===== config.mk =====
export PLATFORM = sky130hd
export DESIGN_NAME = mem_access_stage
export DESIGN_NICKNAME = d
export VERILOG_FILES = /design/src/rtl/mem_access_stage_pkg.sv /design/src/rtl/mem_data_align.sv /design/src/rtl/mem_access_stage.sv
export SDC_FILE = /design/constraint.sdc
export NUM_CORES = 1
export LEC_CHECK = 0
export CORE_UTILIZATION = 52
export CTS_BUF_LIST = sky130_fd_sc_hd__clkbuf_4
export CTS_CLUSTER_DIAMETER = 80
export DETAILED_ROUTE_END_ITERATION = 7
export PLACE_DENSITY_LB_ADDON = 0.15
export SYNTH_ARGS = -nofsm -noshare
export SYNTH_HDL_FRONTEND = slang
export SYNTH_HIERARCHICAL = 1
export SYNTH_SLANG_ARGS = --single-unit

===== constraint.sdc =====
create_clock -name i_clk -period 11.8 [get_ports i_clk]
set_clock_uncertainty 0.1 [all_clocks]
set_input_delay 3.54 -clock i_clk [delete_from_list [all_inputs] [get_ports i_clk]]
set_output_delay 3.54 -clock i_clk [all_outputs]
set_load 0.01 [all_outputs]

===== src/rtl/mem_access_stage_pkg.sv =====
// Shared definitions for the MEM stage: op encodings, FSM states, byte-enable
// patterns, and small decode helpers used by the FSM and the lane aligner.
package mem_access_stage_pkg;

    typedef enum logic [3:0] {
        OP_NONE = 4'd0,
        OP_LB   = 4'd1,
        OP_LH   = 4'd2,
        OP_LW   = 4'd3,
        OP_LBU  = 4'd4,
        OP_LHU  = 4'd5,
        OP_SB   = 4'd6,
        OP_SH   = 4'd7,
        OP_SW   = 4'd8
    } mem_op_e;

    typedef enum logic {
        ST_IDLE = 1'b0,
        ST_REQ  = 1'b1
    } state_e;

    typedef enum logic [1:0] {
        SZ_NONE = 2'd0,
        SZ_BYTE = 2'd1,
        SZ_HALF = 2'd2,
        SZ_WORD = 2'd3
    } size_e;

    localparam logic [3:0] BE_BYTE0   = 4'b0001;
    localparam logic [3:0] BE_LO_HALF = 4'b0011;
    localparam logic [3:0] BE_HI_HALF = 4'b1100;
    localparam logic [3:0] BE_WORD    = 4'b1111;

    // Codes 9-15 fall into SZ_NONE, so they behave exactly like OP_NONE.
    function automatic size_e op_size(input logic [3:0] op);
        case (op)
            OP_LB, OP_LBU, OP_SB: return SZ_BYTE;
            OP_LH, OP_LHU, OP_SH: return SZ_HALF;
            OP_LW, OP_SW:         return SZ_WORD;
            default:              return SZ_NONE;
        endcase
    endfunction

    function automatic logic op_is_store(input logic [3:0] op);
        return (op == OP_SB) || (op == OP_SH) || (op == OP_SW);
    endfunction

    function automatic logic op_misaligned(input logic [3:0] op, input logic [1:0] offset);
        case (op_size(op))
            SZ_HALF: return offset[0];
            SZ_WORD: return offset != 2'b00;
            default: return 1'b0;
        endcase
    endfunction

endpackage


===== src/rtl/mem_data_align.sv =====
// Combinational lane logic: byte enables and store-data replication on the way
// out, lane extraction with sign/zero extension on the way back.
module mem_data_align
    import mem_access_stage_pkg::*;
(
    input  logic [3:0]  op,
    input  logic [1:0]  offset,
    input  logic [31:0] store_data,
    input  logic [31:0] rdata,
    output logic [3:0]  be,
    output logic [31:0] wdata,
    output logic [31:0] load_data
);

    logic [7:0]  byte_sel;
    logic [15:0] half_sel;

    always_comb begin
        byte_sel  = rdata[7:0];
        half_sel  = offset[1] ? rdata[31:16] : rdata[15:0];
        be        = 4'b0000;
        wdata     = '0;
        load_data = '0;

        case (offset)
            2'd1:    byte_sel = rdata[15:8];
            2'd2:    byte_sel = rdata[23:16];
            2'd3:    byte_sel = rdata[31:24];
            default: byte_sel = rdata[7:0];
        endcase

        case (op_size(op))
            SZ_BYTE: be = BE_BYTE0 << offset;
            SZ_HALF: be = offset[1] ? BE_HI_HALF : BE_LO_HALF;
            SZ_WORD: be = BE_WORD;
            default: be = 4'b0000;
        endcase

        // Loads leave wdata at zero; the memory ignores it when we=0.
        if (op_is_store(op)) begin
            case (op_size(op))
                SZ_BYTE: wdata = {4{store_data[7:0]}};
                SZ_HALF: wdata = {2{store_data[15:0]}};
                default: wdata = store_data;
            endcase
        end

        case (op)
            OP_LB:   load_data = {{24{byte_sel[7]}}, byte_sel};
            OP_LBU:  load_data = {24'd0, byte_sel};
            OP_LH:   load_data = {{16{half_sel[15]}}, half_sel};
            OP_LHU:  load_data = {16'd0, half_sel};
            OP_LW:   load_data = rdata;
            default: load_data = '0;
        endcase
    end

endmodule


===== src/rtl/mem_access_stage.sv =====
// MEM pipeline stage: accepts the ALU result, runs one req/ack data-memory
// access at a time with timeout, and produces the registered writeback.
module mem_access_stage
    import mem_access_stage_pkg::*;
#(
    parameter int NB_DATA = 32,
    parameter int NB_ADDR = 10,
    parameter int TIMEOUT = 255
) (
    input  logic               i_clk,
    input  logic               i_reset,
    input  logic               i_valid,
    input  logic [3:0]         i_mem_op,
    input  logic [NB_DATA-1:0] i_addr,
    input  logic [NB_DATA-1:0] i_store_data,
    input  logic [4:0]         i_rd,
    output logic               o_busy,
    output logic               o_wb_valid,
    output logic [NB_DATA-1:0] o_wb_data,
    output logic [4:0]         o_wb_rd,
    output logic               o_misaligned,
    output logic               o_bus_error,
    output logic               o_mem_req,
    output logic               o_mem_we,
    output logic [NB_ADDR-1:0] o_mem_addr,
    output logic [3:0]         o_mem_be,
    output logic [NB_DATA-1:0] o_mem_wdata,
    input  logic               i_mem_ack,
    input  logic [NB_DATA-1:0] i_mem_rdata
);

    // Counter only needs to reach TIMEOUT-1: the last waiting cycle is the expiry.
    localparam int CW = (TIMEOUT > 1) ? $clog2(TIMEOUT) : 1;
    localparam logic [CW-1:0] CNT_LAST = CW'(TIMEOUT - 1);

    state_e        state, next_state;
    logic [CW-1:0] cnt;
    logic [3:0]    op_q;
    logic [1:0]    off_q;
    logic [4:0]    rd_q;

    logic accept, passthru, misal, done, expire;

    logic [3:0]  sel_op;
    logic [1:0]  sel_off;
    logic [3:0]  al_be;
    logic [31:0] al_wdata;
    logic [31:0] al_load;

    // One aligner serves both directions: new op while idle, latched op in REQ.
    assign sel_op  = (state == ST_REQ) ? op_q  : i_mem_op;
    assign sel_off = (state == ST_REQ) ? off_q : i_addr[1:0];

    mem_data_align u_align (
        .op         (sel_op),
        .offset     (sel_off),
        .store_data (i_store_data),
        .rdata      (i_mem_rdata),
        .be         (al_be),
        .wdata      (al_wdata),
        .load_data  (al_load)
    );

    assign o_busy = (state == ST_REQ);

    always_ff @(posedge i_clk) begin
        if (i_reset) state <= ST_IDLE;
        else         state <= next_state;
    end

    always_comb begin
        next_state = state;
        accept     = 1'b0;
        passthru   = 1'b0;
        misal      = 1'b0;
        done       = 1'b0;
        expire     = 1'b0;
        case (state)
            ST_IDLE: begin
                if (i_valid) begin
                    if (op_size(i_mem_op) == SZ_NONE) begin
                        passthru = 1'b1;
                    end else if (op_misaligned(i_mem_op, i_addr[1:0])) begin
                        misal = 1'b1;
                    end else begin
                        accept     = 1'b1;
                        next_state = ST_REQ;
                    end
                end
            end
            ST_REQ: begin
                // Ack takes priority over a simultaneous expiry.
                if (i_mem_ack) begin
                    done       = 1'b1;
                    next_state = ST_IDLE;
                end else if (TIMEOUT > 0 && cnt == CNT_LAST) begin
                    expire     = 1'b1;
                    next_state = ST_IDLE;
                end
            end
            default: next_state = ST_IDLE;
        endcase
    end

    always_ff @(posedge i_clk) begin
        if (i_reset) begin
            cnt          <= '0;
            op_q         <= '0;
            off_q        <= '0;
            rd_q         <= '0;
            o_wb_valid   <= 1'b0;
            o_wb_data    <= '0;
            o_wb_rd      <= '0;
            o_misaligned <= 1'b0;
            o_bus_error  <= 1'b0;
            o_mem_req    <= 1'b0;
            o_mem_we     <= 1'b0;
            o_mem_addr   <= '0;
            o_mem_be     <= '0;
            o_mem_wdata  <= '0;
        end else begin
            o_wb_valid   <= 1'b0;
            o_misaligned <= misal;
            o_bus_error  <= expire;

            if (passthru) begin
                o_wb_valid <= 1'b1;
                o_wb_data  <= i_addr;
                o_wb_rd    <= i_rd;
            end

            if (accept) begin
                op_q        <= i_mem_op;
                off_q       <= i_addr[1:0];
                rd_q        <= i_rd;
                cnt         <= '0;
                o_mem_req   <= 1'b1;
                o_mem_we    <= op_is_store(i_mem_op);
                o_mem_addr  <= i_addr[NB_ADDR+1:2];
                o_mem_be    <= al_be;
                o_mem_wdata <= al_wdata;
            end else if (state == ST_REQ) begin
                cnt <= cnt + 1'b1;
            end

            if (done) begin
                o_mem_req <= 1'b0;
                if (!op_is_store(op_q)) begin
                    o_wb_valid <= 1'b1;
                    o_wb_data  <= al_load;
                    o_wb_rd    <= rd_q;
                end
            end

            if (expire) o_mem_req <= 1'b0;
        end
    end

endmodule

# After elaboration in Yosys (flattened, before gate mapping)
# Memory sizes are Yosys's and may differ from the RTL's.
# Index checks and enable logic that the tools add are counted.
# word_totals
mem_bits_ro,128
in_bits,109
n_memories,4
ff_bits,108
ramBits,0
word_cells,103
latch_bits,0
out_inout_bits,89
# memory_table
memory,depth,width,rd,rd_ports_with_merged_regs,write_ports,line_no,text
(no name shown),16,2,1,0,0,mem_access_stage_pkg.sv:36,case (op)
(no name shown),16,2,1,0,0,mem_access_stage_pkg.sv:36,
(no name shown),16,2,1,0,0,mem_access_stage_pkg.sv:36,
(no name shown),16,2,1,0,0,mem_access_stage_pkg.sv:36,
# op_classes
eq_ne,25
add_sub_neg,1
muxes,44
div,0
n_bitwise,2
n_lt_le_gt_ge,0
multipliers,0
n_reduce_logical,11
shift,1
# op_table
cell,n
$pmux W32 S5,1
$mux W32,4
$pmux W32 S2,1
$eq A4 B3 Y1 const B,8
$pmux W8 S3,1
$mux W1,21
$mux W16,1
$mux W5,3
$eq A2 B2 Y1 const B,7
$mux W2,7
$eq A4 B4 Y1 const B,3
$pmux W4 S3,1
$add A8 B1 Y8 const B,1
$eq A4 B2 Y1 const B,2
$eq A8 B8 Y1 const B,1
$mux W4,2
$eq A2 B1 Y1 const B,3
$logic_or A1 B1 Y1,6
$eq A4 B1 Y1 const B,1
$pmux W1 S2,2
$reduce_or A4 Y1,1
$shl A1 B2 Y4 const A,1
$reduce_or A3 Y1,1
$logic_not A2 Y1,1
other kinds (3),4

# Longest topological paths before layout
# An unclocked memory read counts as a cell.
# logic_depth
word_depth,17
ltp_mapped,16
depth_no_buf,11

# By module
# The synthesis kept the hierarchy.
# by_module_without_submodules
mod,seq_area_each_um2,n_inst,area_per_inst_um2,cells_per_inst
mem_access_stage,2162.1,1,4875.9,527
mem_data_align,0.0,1,1401.3,210

# Worst setup path before layout
# OpenSTA, ideal clock, no wires.
# synth_timing
path_type,input to register
from,in i_mem_op[1]
to,reg o_mem_wdata[14]
setup_time_ps,70
t_required_ps,11630
slack_ps,5559
cell_stages,14
n_path_buf,4
t_arrival_ps,6070
cell_sequence,buf_6 mux2_2 buf_6 or3b_4 nor2b_1 o21a_1 ha_1 buf_2 inv_1 clkbuf_1 a221oi_1 nor3_1 nand4_1 a21oi_1
# synth_via
elab_cells_between_ends,30
classes_between,7 x eq/ne; 17 x mux; 3 x reduce/logical; 3 x memory
# synth_lines
item,line_no,text
start: declaration,mem_access_stage.sv:13,"input logic [3:0] i_mem_op,"
$mux W4 *,mem_access_stage.sv:51,assign sel_op = (state == ST_REQ) ? op_q : i_mem_op;
net sel_op[1],mem_access_stage.sv:44,logic [3:0] sel_op;
$mem_v2 Z16 W2,-,
$mux W2,mem_data_align.sv:40,if (op_is_store(op)) begin
$eq A2 B2 Y1 / $eq A2 B1 Y1 (equally long branches),mem_data_align.sv:41,case (op_size(op))
$pmux W32 S2,mem_data_align.sv:41,
$mux W32 *,mem_data_align.sv:40,
net al_wdata[14],mem_access_stage.sv:47,logic [31:0] al_wdata;
end signal: assignment,mem_access_stage.sv:141,o_mem_wdata <= al_wdata;
end: declaration,mem_access_stage.sv:27,"output logic [NB_DATA-1:0] o_mem_wdata,"
# The timed path passes the listed nets; every way through them passes the cells marked *. The select of a mux whose other input is x is not followed.
# A chain may end at the register's enable or synchronous reset.

# Worst setup path in the final report
# layout_timing
from,in i_mem_op[3]
to,reg o_mem_wdata[14]
# The elaborated chain is that of the path after synthesis.

==> flow_metrics.env <==
export IMPL_rows=39
export IMPL_drv_slew=0
export IMPL_r2r_setup_slack_ns=7.68
export IMPL_gp_congestion=0.922
export IMPL_dieArea_sq_um=12500
export IMPL_violations="DRC"
export IMPL_switching_share=0.332
export IMPL_firstDrtPassIters=7
export IMPL_tns_ns=0
export IMPL_cap_violations=0
export IMPL_power_frac_comb=0.300
export IMPL_antenna_found_initial=0
export IMPL_dr_wl_met2_microns=9320
export IMPL_numCtsBuffers=9
export IMPL_crit_type="in2reg"
export IMPL_setup_worst_path_end_class="register"
export IMPL_clock_sinks=108
export IMPL_die_h_microns=112
export IMPL_clk_latency_ns=0.48
export IMPL_ys_seq_area_frac=0.344
export IMPL_startpoint_type="input pin"
export IMPL_nFillCells=951
export IMPL_max_freq_mhz=142
export IMPL_critical_path_top_delay_family="buffers and inverters"
export IMPL_maxSlewHeadroom=0.219
export IMPL_start_util=0.541
export IMPL_ys_dominant_reg_cell="dfxtp_1"
export IMPL_grt_max_degree=110
export IMPL_cp_slowest_cell="clkdlybuf4s50_1"
export IMPL_hold_violations=0
export IMPL_synth_area_sq_um=6280
export IMPL_status="finished, violations left"
export IMPL_worstPathCellList="clkdlybuf4s50_1 -> mux2_2 -> or3b_4 -> nor2b_1 -> o21a_1 -> ha_1 -> inv_1 -> a221oi_1 -> nor3_1 -> nand4_1 -> a21oi_1"
export IMPL_h_tree_depth=3
export IMPL_drive_gt1_frac=0.0575
export IMPL_grt_pass1_wl_microns=32400
export IMPL_synth_nets=852
export IMPL_synth_cell_type_count=62
export IMPL_hold_path_class="reg2reg"
export IMPL_vias=6565
export IMPL_cp_slowest_stage_delay_ns=0.74
export IMPL_final_cell_count_no_fill=1012
export IMPL_place_inst=997
export IMPL_clockRootBuffer="clkbuf_4"
export IMPL_power_density_nw_per_um2=104
export IMPL_peakVddDrop_mv=0.0813
export IMPL_io_buffer_count=197
export IMPL_clockBufferDepth=2
export IMPL_groute_usage_overall=0.322
export IMPL_synth_top_area_frac=0.344
export IMPL_grt_overflow_total=0
export IMPL_cts_tree="built"
export IMPL_rsz0062_at_grt="false"
export IMPL_yosysWarnings=6
export IMPL_diodes=0
export IMPL_post_drt_wl_per_cell_microns=20.0
export IMPL_area_growth_pct=30.4
export IMPL_synth_area_per_cell_sq_um=8.52
export IMPL_ioPinCount=198
export IMPL_cts_repair_resize_count=0
export IMPL_power_switching_mw=0.282
export IMPL_syn_inst=737
export IMPL_ant_nets=0
export IMPL_die_w_microns=112
export IMPL_met1Wirelength_microns=8360
export IMPL_cp_arrival_ns=7.28
export IMPL_worst_pin_slew_ns=1.16
export IMPL_synth_top_area_cell="dfxtp_1"
export IMPL_setup_viol=0
export IMPL_hold_buffers=0
export IMPL_routed_via_density=6.49
export IMPL_coreArea_sq_um=11600
export IMPL_grt_pass1_vias=6359
export IMPL_fin_nets=980
export IMPL_cts_setup_buffers=0
export IMPL_drc=18
export IMPL_ys_ff_latch=108
export IMPL_clockPowerShare=0.235
export IMPL_cp_required_ns=12.03
export IMPL_p_int_mw=0.568
export IMPL_cts_reportedPaths_clkPinSlew_ns=0.17
export IMPL_period_needed_ns=7.05
export IMPL_worst_path_buf_inv=2
export IMPL_synthTopCellsByArea="dfxtp_1, mux2i_1, o31ai_1"
export IMPL_met3_wirelength_microns=1950
export IMPL_leakage_nw=3.04
export IMPL_synth_edff_count=0
export IMPL_drt_iter0_markers=561
export IMPL_synthArstFlopShare=0
export IMPL_seqPwrFrac=0.465
export IMPL_fin_crit_sh=0.597
export IMPL_top_layer_used="met4"
export IMPL_drt_wl_total_microns=20200
export IMPL_crit_path_max_fanout=18
export IMPL_hpwl_microns=13400
==> kinds of logic (layout without fill, tap and decap cells) <==
group | Yosys count | count (layout) | synth area share
xor gates and xnor gates | 8 | 8 | 0.0112
and+or+nand+nor | 227 | 227 | 0.196
muxes | 59 | 59 | 0.0979
AOI/OAI and AO/OA | 233 | 233 | 0.259
adders and majority gates | 6 | 6 | 0.0120
DFF | 108 | 108 | 0.344
buffers and inverters | 96 | 228 | 0.0799
==> final timing paths <==
check,depth (start not counted),from,end
setup / recovery,11,i_mem_op[3],o_mem_wdata[14]
hold / removal,2,o_mem_wdata[10],o_mem_wdata[10]
setup reg to reg,10,o_busy,o_mem_wdata[14]
hold reg to reg,2,o_mem_wdata[10],o_mem_wdata[10]
==> layout make-up <==
cell class | count | area, sq um | area share
clock buffers | 9 | 67.6 | 0.00825
clock inverters | 6 | 71.3 | 0.00871
inverters | 8 | 30.0 | 0.00367
multi-input cells | 533 | 3650 | 0.445
flip-flops and latches | 108 | 2160 | 0.264
well taps | 143 | 179 | 0.0219
repair buffers | 205 | 2030 | 0.248
==> Yosys cell counts (all sizes together) (3+ instances only) <==
| cell type | number |
|---|---|
| nand2 | 12 |
| and2b | 3 |
| and3 | 4 |
| a221oi | 8 |
| nor3b | 3 |
| clkbuf | 43 |
| o221ai | 4 |
| a32oi | 4 |
| dfxtp | 108 |
| or3b | 3 |
| o21ai | 25 |
| mux2i | 49 |
| nor2b | 27 |
| o31ai | 57 |
| buf | 45 |
| nand3b | 4 |
| a221o | 9 |
| nand3 | 4 |
| a21oi | 63 |
| nor2 | 71 |
| inv | 8 |
| a211oi | 39 |
| a311oi | 3 |
| o21a | 3 |
| xor2 | 7 |
| a22oi | 8 |
| ha | 6 |
| mux2 | 9 |
| nand4 | 60 |
| nor3 | 25 |
==> registers in the layout, indices dropped and copies added, names as in the netlist, 2 cells and up <==
signal / flops
o_mem_wdata: 32
off_q: 2
o_mem_addr: 10
o_mem_be: 4
o_wb_data: 32
rd_q: 5
op_q: 4
o_wb_rd: 5
cnt: 8
==> worst reg2reg max path: stages, from the launching register on <==
cell and delay (ns):
dfxtp_1 0.83, mux2_2 0.51, or3b_4 0.44, nor2b_1 0.15
o21a_1 0.19, ha_1 0.65, inv_1 0.42, a221oi_1 0.42
nor3_1 0.10, nand4_1 0.09, a21oi_1 0.08
==> through the flow <==
| step | power, mW | worst slack (ns) | hold slack, ns | area, sq um | util |
|---|---|---|---|---|---|
| finish | 0.850 | 4.75 | 0.380 | 8190 | 0.705 |
| global route | 0.889 | 4.59 | 0.403 | 8190 | 0.705 |
| CTS | 0.850 | 4.91 | 0.384 | 8190 | 0.705 |
| detailed placement | 0.653 | 4.36 | 0.362 | 8050 | 0.693 |
| global placement | 0.648 | 4.49 | 0.352 | 8050 | 0.693 |
| floorplan | 0.554 | 5.56 | 0.345 | 6280 | - |
==> per-layer routing <==
layer,track usage,up-vias
li1,-,3040
met2,0.508,343
met5,0,-
met3,0.0713,43
met1,0.416,3139
met4,0.158,0
==> layout by cell type (no fill, tap or decap), drive strengths merged, types with 2 or more instances in the layout <==
master	n
nor2	71
a22oi	8
nor4bb	2
and2b	3
a221o	9
and3	4
o21ai	25
o221ai	4
dfxtp	108
nor3	25
mux2i	49
nor3b	3
nand2	12
nor2b	27
nor4b	2
mux2	9
o21a	3
clkbuf	9
clkdlybuf4s50	196
a21oi	63
ha	6
inv	10
clkinv	3
xor2	7
buf	9
nand4	60
nand3	4
a311oi	3
a211oi	39
or3b	3
nand3b	4
a221oi	8
nand2b	2
o31ai	57
a32oi	4
==> power groups by stage <==
stage	logic (mW)	clock network, mW	registers (mW)
global placement	0.246	0	0.402
global route	0.273	0.217	0.398
finish	0.255	0.200	0.396
floorplan	0.146	0	0.408
CTS	0.251	0.203	0.395
detailed placement	0.250	0	0.403
No activity file was read; power rests on OpenSTA's default activity.
